**config.mk**
```make
export PLATFORM = sky130hd
export DESIGN_NAME = instr_fetch_unit
export DESIGN_NICKNAME = d
export VERILOG_FILES = /design/src/rtl/instr_fetch_unit.sv
export SDC_FILE = /design/constraint.sdc
export NUM_CORES = 1
export LEC_CHECK = 0
export CAP_MARGIN = 20
export CORE_ASPECT_RATIO = 0.75
export CORE_MARGIN = 1
export CORE_UTILIZATION = 60
export CTS_BUF_LIST = sky130_fd_sc_hd__clkbuf_4 sky130_fd_sc_hd__clkbuf_8
export DETAILED_ROUTE_END_ITERATION = 8
export GPL_TIMING_DRIVEN = 0
export PLACE_DENSITY = 0.86
export SETUP_SLACK_MARGIN = 0.4
export SLEW_MARGIN = 20
export SYNTH_ARGS = -nofsm -noshare
export SYNTH_HDL_FRONTEND = slang
export SYNTH_SLANG_ARGS = --single-unit
```
**constraint.sdc**
```tcl
create_clock -name clk -period 6.5 [get_ports clk]
set_input_delay 1.3 -clock clk [delete_from_list [all_inputs] [get_ports clk]]
set_output_delay 1.3 -clock clk [all_outputs]
set_load 0.01 [all_outputs]
```
**src/rtl/instr_fetch_unit.sv**
```systemverilog
// instr_fetch_unit: PC, word-read issue and prefetch FIFO feeding the cpu core
// Optional feature macro: FETCH_STATS_EN (adds fetch_count / flush_count)
// Ports:
//   clk, rst             clock, asynchronous active-high reset
//   imem_addr/rd/rdata   synchronous instruction memory, data one cycle after rd
//   instr/instr_pc       FIFO head word and its byte address
//   instr_valid          FIFO non-empty; transfer when cpu_waiting is also high
//   redirect/redirect_pc flush the FIFO and restart fetch at redirect_pc & ~3
//   halt                 level, blocks new reads while high
//   fetch_count          (FETCH_STATS_EN) instructions handed to the cpu
//   flush_count          (FETCH_STATS_EN) redirects seen
module instr_fetch_unit #(
    parameter int          FIFO_DEPTH = 4,
    parameter logic [31:0] RESET_PC   = 32'h0000_0000
) (
    input  logic        clk,
    input  logic        rst,
    output logic [31:0] imem_addr,
    output logic        imem_rd,
    input  logic [31:0] imem_rdata,
    output logic [31:0] instr,
    output logic [31:0] instr_pc,
    output logic        instr_valid,
    input  logic        cpu_waiting,
    input  logic        redirect,
    input  logic [31:0] redirect_pc,
    input  logic        halt
`ifdef FETCH_STATS_EN
    ,
    output logic [31:0] fetch_count,
    output logic [15:0] flush_count
`endif
);
    localparam int AW = $clog2(FIFO_DEPTH);
    localparam int CW = AW + 1;
    localparam logic [CW-1:0] FULL = CW'(FIFO_DEPTH);

    typedef enum logic {RUN, DROP} state_t;

    state_t        state, state_nx;
    logic [31:0]   pc, inflight_pc, hold_instr, hold_pc;
    logic          inflight, push, pop;
    logic [31:0]   mem_w  [FIFO_DEPTH];
    logic [31:0]   mem_pc [FIFO_DEPTH];
    logic [AW-1:0] wptr, rptr;
    logic [CW-1:0] count;

    assign imem_addr   = pc;
    assign instr_valid = count != '0;
    // Registered copy of the shown head keeps instr/instr_pc stable once empty
    assign instr       = instr_valid ? mem_w[rptr]  : hold_instr;
    assign instr_pc    = instr_valid ? mem_pc[rptr] : hold_pc;

    always_comb begin
        state_nx = state;
        if (redirect)
            state_nx = inflight ? DROP : RUN;
        else if (state == DROP)
            state_nx = RUN;
        // Credits count the word still in flight; a same-cycle pop frees none
        imem_rd = !rst && !halt && !redirect && (count + CW'(inflight)) < FULL;
        // Words landing in a redirect cycle or in DROP belong to the old stream
        push    = inflight && state == RUN && !redirect;
        pop     = instr_valid && cpu_waiting;
    end

    always_ff @(posedge clk or posedge rst) begin
        if (rst) begin
            state       <= RUN;
            pc          <= RESET_PC;
            inflight    <= 1'b0;
            inflight_pc <= '0;
            hold_instr  <= '0;
            hold_pc     <= '0;
            wptr        <= '0;
            rptr        <= '0;
            count       <= '0;
        end else begin
            state      <= state_nx;
            inflight   <= imem_rd;
            hold_instr <= instr;
            hold_pc    <= instr_pc;
            if (imem_rd) begin
                pc          <= pc + 32'd4;
                inflight_pc <= pc;
            end
            if (redirect) begin
                pc    <= redirect_pc & ~32'd3;
                wptr  <= '0;
                rptr  <= '0;
                count <= '0;
            end else begin
                if (push)
                    wptr <= wptr + 1'b1;
                if (pop)
                    rptr <= rptr + 1'b1;
                count <= count + CW'(push) - CW'(pop);
            end
        end
    end

    always_ff @(posedge clk) begin
        if (push) begin
            mem_w[wptr]  <= imem_rdata;
            mem_pc[wptr] <= inflight_pc;
        end
    end

`ifdef FETCH_STATS_EN
    always_ff @(posedge clk or posedge rst) begin
        if (rst) begin
            fetch_count <= '0;
            flush_count <= '0;
        end else begin
            fetch_count <= fetch_count + 32'(pop);
            flush_count <= flush_count + 16'(redirect);
        end
    end
`endif

    assert property (@(posedge clk) disable iff (rst) !(push && count == FULL));

endmodule

```
==> flow_summary.yaml, run 1 <==
floorplanning:
  die_w_um: 184
  die_area_mm2: 0.0255
  io_pins: 167
  rows: 49
  core_area_mm2: 0.0242
  initial_core_util_pct: 61.7
  die_h_um: 138
clock_network:
  post_cts_resized: 0
  cts_tree: "done"
  cts-htree-levels: 2
  hold_buffers: 0
  cts.sinks: 381
  post_cts_buffers: 0
  clk_latency_ns: 0.59
  cts_max_path_buffers: 3
  clk_pin_slew_ns: 0.06
  cts_buffers: 54
  root_buffer: "clkbuf_8"
yosys:
  yosysUniqueCellTypes: 57
  yosysTopAreaCell: "edfxtp_1"
  synth_edf_count: 248
  synthMostInstantiatedCell: "nand2_1"
  ys.flop_type: "edfxtp_1"
  ys_warn_count: 0
  avgSynthCellArea_um2: 15.0
  yosysTopAreaCellShare_pct: 50.0
  synth_seq_cells: 381
  ys_top_cells_by_area: "edfxtp_1 50%, dfrtp_1 22%, mux4_2 9.4%, nand2_1 7.9%, xnor2_1 0.94%"
  yosys-top-cells-count: "314 x nand2_1, 248 x edfxtp_1, 133 x dfrtp_1"
  syn_area_mm2: 0.0149
  seq_area_frac_synth_pct: 72.3
  synthArstFlopShare_pct: 34.9
  synthCells: 991
sta:
  rsz0062_at_grt: "false"
  finalHoldViolCount: 0
  min_period_ns: 5.28
  period_share_pct: 81.3
  fmax_mhz: 189
  slew_viol_final: 0
  worst_slew_pin_slew_ns: 0.713
  setup_viol: 0
  relSlewSlack_pct: 52.5
  skew_ns: 0.0261
  finalWorstSetupSlack_ns: 1.22
route:
  detail_route.first_pass.iterations: 5
  drcViolationCount: 0
  ant_nets: 0
  routedWlPerCell_um: 20.7
  dr_total_vias: 9040
  wirelength_um: 32900
  drt-initial-drc-count: 976
  viasPerCell: 5.69
worst_setup_path:
  crit_required_ns: 5.20
  cp.arrival_ns: 3.98
  crit_type: "in -> out"
  startpoint_type: "input pin"
  end_kind: "primary output"
  cp_max_fo: 11
global_routing:
  grt.overflow.total: 0
  first_global_vias: 9197
  grt_max_degree: 99
  grt_use_total_pct: 26.8
  antenna_found_initial: 0
  grt_pass1_wl_um: 51600
placement:
  dpl.hpwl_um: 21200
  gp_congestion: 0.911
  dp.cells: 1489
  detailedPlace.worstSlack_ns: 1.29
  io_buffers: 161
final_layout:
  fillCellCount: 1431
  nets: 1291
  drive_gt1_share_pct: 16.0
  stdcell_count: 1589
  ff_latch_area_mm2: 0.0108
  diodes: 0
  syn_to_final_growth_pct: 22.2
  multi_input_area_mm2: 0.00385
job:
  maxCapViolations: 0
power:
  ir_drop_uv: 280
  power_leakage_nw: 6.92
  power_density_mw_per_mm2: 412
outcome:
  status: "completed"
min_path:
  hp-class: "reg -> reg"
-- placed cells by master (no fill, tap or decap), drive strengths merged, types with 15 or more instances in the layout --
| cell type | n |
|---|---|
| buf | 27 |
| nand2 | 315 |
| clkinv | 20 |
| clkbuf | 103 |
| dfrtp | 133 |
| xnor2 | 16 |
| edfxtp | 248 |
| o21ai | 22 |
| clkdlybuf4s50 | 161 |
| nor2 | 15 |
| mux4 | 62 |
-- power by group --
part           internal (W)  switching (W)  total (W)
logic               0.00112        0.00126    0.00238
registers           0.00298       0.000216    0.00319
clock network       0.00104       0.000882    0.00192
total               0.00514        0.00236    0.00750
-- kinds of logic (layout without fill, tap and decap cells) --
group           after synthesis  in the layout  synth area share [%]
compound gates               39             39                  1.75
xor+xnor                     26             26                  1.53
fa+ha+maj                     8              8                 0.722
buf+inv                      61            327                  1.94
flops                       381            381                  72.3
mux                          68             68                  9.79
other cells                   1              2                0.0252
simple gates                407            407                  11.9
-- stage by stage --
stage                     total power (W)  utilization (%)  hold slack (ns)  TNS, ns  cell area [um2]
after global placement            0.00550             70.1            0.446   -73.04            16900
after global routing              0.00785             75.4            0.488        0            18200
final                             0.00750             75.4            0.465        0            18200
after CTS                         0.00754             75.4            0.469        0            18200
after floorplan                   0.00440                -            0.476        0            14900
after detailed placement          0.00562             70.7            0.452        0            17100
-- final cells by class --
type                       instances  area share, %
clock buffer                      75           5.05
buffer                            50           1.36
timing repair buffer             166           9.61
sequential                       381           59.2
multi-input combinational        550           21.2
tap                              331           2.27
clock inverter                    25           1.09
inverter                          11          0.268
-- worst max-delay path, stage by stage --
cell and delay (ns):
clkdlybuf4s50_1 0.51, nor2_1 0.32, o21a_1 0.27, nand2_1 0.25, inv_1 0.16, clkbuf_1 0.51, clkdlybuf4s50_1 0.66
-- path summary, 6_finish.rpt --
path / endpoint / slack (ns) / cells after the start / from
max: imem_rd / 1.22 / 7 / rst
min: hold_pc[20] / 0.46 / 2 / hold_pc[20]
max reg2reg: count[2] / 3.89 / 10 / count[1]
min reg2reg: hold_pc[20] / 0.46 / 2 / hold_pc[20]
max in group asynchronous: hold_instr[12] / 4.60 / 3 / rst
min in group asynchronous: hold_pc[25] / 1.12 / 2 / rst
-- state kept, by name, summed over array words and instances, names as in the netlist, 2 cells and up --
register	count
wptr	2
hold_pc	32
mem_pc	120
count	3
hold_instr	32
imem_addr	30
inflight_pc	30
mem_w	128
rptr	2
-- routing by layer --
metal,routed length [um],global-route usage (%),up-vias,share of wire (%)
met2,15700,41.9,447,48
li1,-,-,4043,-
met4,629,7.41,0,1.9
met5,0,0,-,0
met3,2600,4.56,55,7.9
met1,13900,39.8,4495,42
(Power assumes the default switching activity.)
==> run 2: changes to the inputs <==
--- a/config.mk
+++ b/config.mk
@@ -8,11 +8,11 @@
 export CAP_MARGIN = 20
 export CORE_ASPECT_RATIO = 0.75
 export CORE_MARGIN = 1
-export CORE_UTILIZATION = 60
+export CORE_UTILIZATION = 53
 export CTS_BUF_LIST = sky130_fd_sc_hd__clkbuf_4 sky130_fd_sc_hd__clkbuf_8
 export DETAILED_ROUTE_END_ITERATION = 8
 export GPL_TIMING_DRIVEN = 0
-export PLACE_DENSITY = 0.86
+export PLACE_DENSITY = 0.81
 export SETUP_SLACK_MARGIN = 0.4
 export SLEW_MARGIN = 20
 export SYNTH_ARGS = -nofsm -noshare
==> constraint.sdc (replaced) <==
create_clock -name clk -period 4.8 [get_ports clk]
set_input_delay 0.96 -clock clk [delete_from_list [all_inputs] [get_ports clk]]
set_output_delay 0.96 -clock clk [all_outputs]
set_load 0.01 [all_outputs]
==> flow_summary.yaml, run 2 (synthesis results as in run 1) <==
outcome:
  status: "completed"
clock_network:
  clk_latency_ns: 0.59
  root_buffer: "clkbuf_8"
  cts_tree: "done"
  cts_buffers: 55
  post_cts_buffers: 0
  cts-htree-levels: 2
  cts_max_path_buffers: 3
  hold_buffers: 0
  post_cts_resized: 2
  clk_pin_slew_ns: 0.06
  cts.sinks: 381
global_routing:
  grt_pass1_wl_um: 50600
  grt_max_degree: 46
  antenna_found_initial: 0
  grt.overflow.total: 0
  first_global_vias: 9070
  grt_use_total_pct: 23.1
final_layout:
  largestRegisters: "mem_w: 128 flops, mem_pc: 120 flops"
  syn_to_final_growth_pct: 22.8
  final_cell_mix: "314 x nand2_1, 248 x edfxtp_1, 161 x clkdlybuf4s50_1"
  layout.cells.most_common: "nand2_1"
  nets: 1295
  diodes: 0
  ff_latch_area_mm2: 0.0108
  multi_input_area_mm2: 0.00385
  largest_reg_flops: 128
  drive_gt1_share_pct: 17.2
  fillCellCount: 1873
  top_register: "mem_w"
route:
  routedWlPerCell_um: 19.8
  detail_route.first_pass.iterations: 7
  drcViolationCount: 0
  ant_nets: 0
  drt-initial-drc-count: 612
  viasPerCell: 5.46
  wirelength_um: 32000
  dr_total_vias: 8820
floorplanning:
  die_h_um: 147
  io_pins: 167
  initial_core_util_pct: 54.5
  rows: 52
  die_w_um: 196
  core_area_mm2: 0.0273
  die_area_mm2: 0.0288
worst_setup_path:
  crit_required_ns: 3.84
  crit_path_frequent_cell: "clkdlybuf4s50_1"
  end_kind: "primary output"
  crit_chain: "clkdlybuf4s50_1 -> nor2_1 -> o21a_1 -> nand2_1 -> inv_1 -> clkbuf_2 -> clkdlybuf4s50_1"
  cp.arrival_ns: 3.28
  crit_type: "in -> out"
  cp_slowest_cell: "clkdlybuf4s50_1"
  max_stage_delay_ns: 0.60
  cp_max_fo: 11
  startpoint_type: "input pin"
power:
  power_density_mw_per_mm2: 552
  power_leakage_nw: 6.95
  ir_drop_uv: 408
sta:
  slew_viol_final: 0
  min_period_ns: 4.24
  finalHoldViolCount: 0
  finalSetupTns_ns: 0
  period_share_pct: 88.4
  worst_slew_pin_slew_ns: 0.665
  fmax_mhz: 236
  rsz0062_at_grt: "false"
  setup_viol: 0
  holdWs_ns: 0.463
  relSlewSlack_pct: 55.7
  skew_ns: 0.0253
  finalWorstSetupSlack_ns: 0.556
placement:
  gp_congestion: 0.911
  dpl.hpwl_um: 21200
  detailedPlace.worstSlack_ns: 0.318
  io_buffers: 161
job:
  maxCapViolations: 0
min_path:
  hp-class: "reg -> reg"
run 2: cell types whose count changed in the layout (fill, tap and decap cells not counted), sizes merged:
cell / delta
clkbuf: +9
clkinv: -5
clkinvlp: +5
buf: +3
inv: -3
bufinv: -2
run 2: path summary, 6_finish.rpt:
kind,from,to,slack (ns),cells past startpoint
worst min register to register,hold_pc[14],hold_pc[14],0.46,2
worst max register to register,count[1],count[2],2.11,10
min in group asynchronous,rst,inflight_pc[31],0.76,2
worst max-delay path,rst,imem_rd,0.56,7
max in group asynchronous,rst,imem_addr[3],3.31,4
worst min-delay path,hold_pc[14],hold_pc[14],0.46,2
run 2: cell type report:
class                           count  area share, %
Inverter                           11          0.246
Tap cell                          351           2.40
Sequential cell                   381           58.9
Multi-Input combinational cell    550           21.1
Timing Repair Buffer              169           9.73
Clock inverter                     20          0.732
Buffer                             50           1.37
Clock buffer                       84           5.57
run 2: metrics by stage:
stage	instances	area, um2	total power, W	util, %
after global placement	1504	17000	0.00747	62.1
after global routing	1616	18300	0.0106	66.9
after CTS	1616	18300	0.0102	66.9
final	1616	18300	0.0101	66.9
after detailed placement	1512	17100	0.00758	62.7
after floorplan	992	14900	0.00596	-
run 2: per-layer routing:
metal,part of all wire [%],vias up,track usage (%),wire length (um)
met1,46,4438,34.2,14600
met2,47,294,35.6,14900
li1,-,4041,-,-
met3,6.1,47,4.20,1950
met5,0,-,0,0
met4,1.6,0,6.34,513
run 2: power by group:
| part | switching [W] | total, W | internal [W] |
|---|---|---|---|
| Combinational | 0.00166 | 0.00318 | 0.00152 |
| Clock | 0.00120 | 0.00262 | 0.00142 |
| Sequential | 0.000271 | 0.00430 | 0.00403 |
run 2: worst max-delay path: cells and delay by family:
family          cells  cell delay (ns)
buf+inv             4             1.52
compound gates      1             0.26
simple gates        2             0.54
==> run 3: changes to the inputs <==
--- a/config.mk
+++ b/config.mk
@@ -5,6 +5,7 @@
 export SDC_FILE = /design/constraint.sdc
 export NUM_CORES = 1
 export LEC_CHECK = 0
+export ABC_CLOCK_PERIOD_IN_PS = 4800
 export CAP_MARGIN = 20
 export CORE_ASPECT_RATIO = 0.75
 export CORE_MARGIN = 1
@@ -12,7 +13,7 @@
 export CTS_BUF_LIST = sky130_fd_sc_hd__clkbuf_4 sky130_fd_sc_hd__clkbuf_8
 export DETAILED_ROUTE_END_ITERATION = 8
 export GPL_TIMING_DRIVEN = 0
-export PLACE_DENSITY = 0.81
+export PLACE_DENSITY = 0.79
 export SETUP_SLACK_MARGIN = 0.4
 export SLEW_MARGIN = 20
 export SYNTH_ARGS = -nofsm -noshare
==> constraint.sdc (replaced) <==
create_clock -name clk -period 4.8 [get_ports clk]
set_input_delay 0.96 -clock clk [delete_from_list [all_inputs] [get_ports clk]]
set_output_delay 0.96 -clock clk [all_outputs]
set_load 0.005 [all_outputs]
==> flow_summary.yaml, run 3 (synthesis results as in run 1) <==
floorplanning:
  die_h_um: 147
  die_w_um: 196
  io_pins: 167
  die_area_mm2: 0.0288
  core_area_mm2: 0.0273
  rows: 52
  initial_core_util_pct: 54.5
final_layout:
  top_register: "mem_w"
  largestRegisters: "mem_w: 128 flops, mem_pc: 120 flops"
  layout.cells.most_common: "nand2_1"
  design_area_mm2: 0.0183
  diodes: 0
  drive_gt1_share_pct: 16.7
  syn_to_final_growth_pct: 23.0
  largest_reg_flops: 128
  nets: 1296
  final_cell_mix: "314 x nand2_1, 248 x edfxtp_1, 161 x clkdlybuf4s50_1"
power:
  p_sw_w: 0.00291
  pwr-share-comb_pct: 29.9
  p_clk_share_pct: 26.9
  switching_share_pct: 29.2
  power_leakage_nw: 6.96
  ir_drop_uv: 257
  power_density_mw_per_mm2: 543
  power_frac_seq_pct: 43.2
  intPower_w: 0.00704
global_routing:
  grt_pass1_wl_um: 50600
  grt_max_degree: 45
  antenna_found_initial: 0
  grt_use_total_pct: 23.1
  grt.overflow.total: 0
  first_global_vias: 9034
sta:
  finalSetupTns_ns: 0
  finalHoldViolCount: 0
  fmax_mhz: 234
  skew_ns: 0.0316
  period_share_pct: 89.2
  setup_viol: 0
  min_period_ns: 4.28
  rsz0062_at_grt: "false"
  holdWs_ns: 0.461
  slew_viol_final: 0
  worst_slew_pin_slew_ns: 0.667
  relSlewSlack_pct: 55.6
clock_network:
  cts_tree: "done"
  root_buffer: "clkbuf_8"
  clk_pin_slew_ns: 0.06
  cts.sinks: 381
  hold_buffers: 0
  clk_latency_ns: 0.60
  cts_buffers: 56
  cts_max_path_buffers: 3
  cts-htree-levels: 2
route:
  viasPerCell: 5.49
  detail_route.first_pass.iterations: 5
  dr_total_vias: 8888
  ant_nets: 0
  wirelength_um: 32000
  drcViolationCount: 0
  routedWlPerCell_um: 19.8
  drt-initial-drc-count: 639
worst_setup_path:
  cp_slowest_cell: "clkdlybuf4s50_1"
  max_stage_delay_ns: 0.58
  crit_chain: "clkdlybuf4s50_1 -> nor2_1 -> o21a_1 -> nand2_1 -> inv_1 -> clkbuf_2 -> clkdlybuf4s50_1"
  cp_max_fo: 11
  end_kind: "primary output"
  crit_type: "in -> out"
  crit_required_ns: 3.84
  crit_path_frequent_cell: "clkdlybuf4s50_1"
  startpoint_type: "input pin"
  cp.arrival_ns: 3.32
outcome:
  status: "completed"
min_path:
  hp-class: "reg -> reg"
placement:
  placed_area_mm2: 0.0171
  dpl.hpwl_um: 21400
  gp_congestion: 0.926
  io_buffers: 161
job:
  maxCapViolations: 0
[run 3: cell type report]
cell class | instances | area, um2
multi-input combinational | 550 | 3850
sequential | 381 | 10800
fill | 1877 | 9000
inverter | 11 | 45.0
clock buffer | 87 | 1050
clock inverter | 19 | 139
buffer | 50 | 250
timing repair buffer | 169 | 1780
tap | 351 | 439
[run 3: power groups by stage]
stage	combinational (W)	clock (W)	sequential (W)
after floorplan	0.00151	0	0.00426
after global placement	0.00294	0	0.00433
after detailed placement	0.00302	0	0.00436
after CTS	0.00303	0.00274	0.00430
after global routing	0.00329	0.00288	0.00435
final	0.00298	0.00268	0.00430
[run 3: worst max-delay path, delay by kind of cell]
family	cells	cell delay, ns
buffers and inverters	4	1.52
and+or+nand+nor	2	0.58
AOI/OAI and AO/OA	1	0.26
[run 3: path summary, 6_finish.rpt]
kind	startpoint	end	slack, ns	cells after the start
max	rst	imem_rd	0.52	7
min	hold_instr[4]	hold_instr[4]	0.46	2
max reg2reg	count[1]	count[2]	2.18	10
min reg2reg	hold_instr[4]	hold_instr[4]	0.46	2
max in group asynchronous	rst	hold_instr[1]	3.22	4
min in group asynchronous	rst	imem_addr[23]	0.78	2
[run 3: stage by stage]
stage	setup WS (ns)	std cells	power [W]	utilization, %
after floorplan	1.59	992	0.00577	-
after global placement	0.360	1504	0.00727	62.1
after detailed placement	0.302	1512	0.00738	62.7
after CTS	0.569	1618	0.0101	67.1
after global routing	0.446	1618	0.0105	67.1
final	0.518	1618	0.00996	67.1
[run 3: routing by layer]
| metal | wire length, um | track usage [%] | vias to the layer above |
|---|---|---|---|
| met2 | 14700 | 34.9 | 320 |
| li1 | - | - | 4066 |
| met4 | 618 | 6.73 | 0 |
| met3 | 1980 | 4.06 | 57 |
| met1 | 14700 | 34.8 | 4445 |
| met5 | 0 | 0 | - |
[run 3: repair_timing]
item,in CTS,in global routing
buffers inserted,0,0
resized for setup,2,0
endpoints found under the hold margin,0,0
setup endpoints to repair,10,0
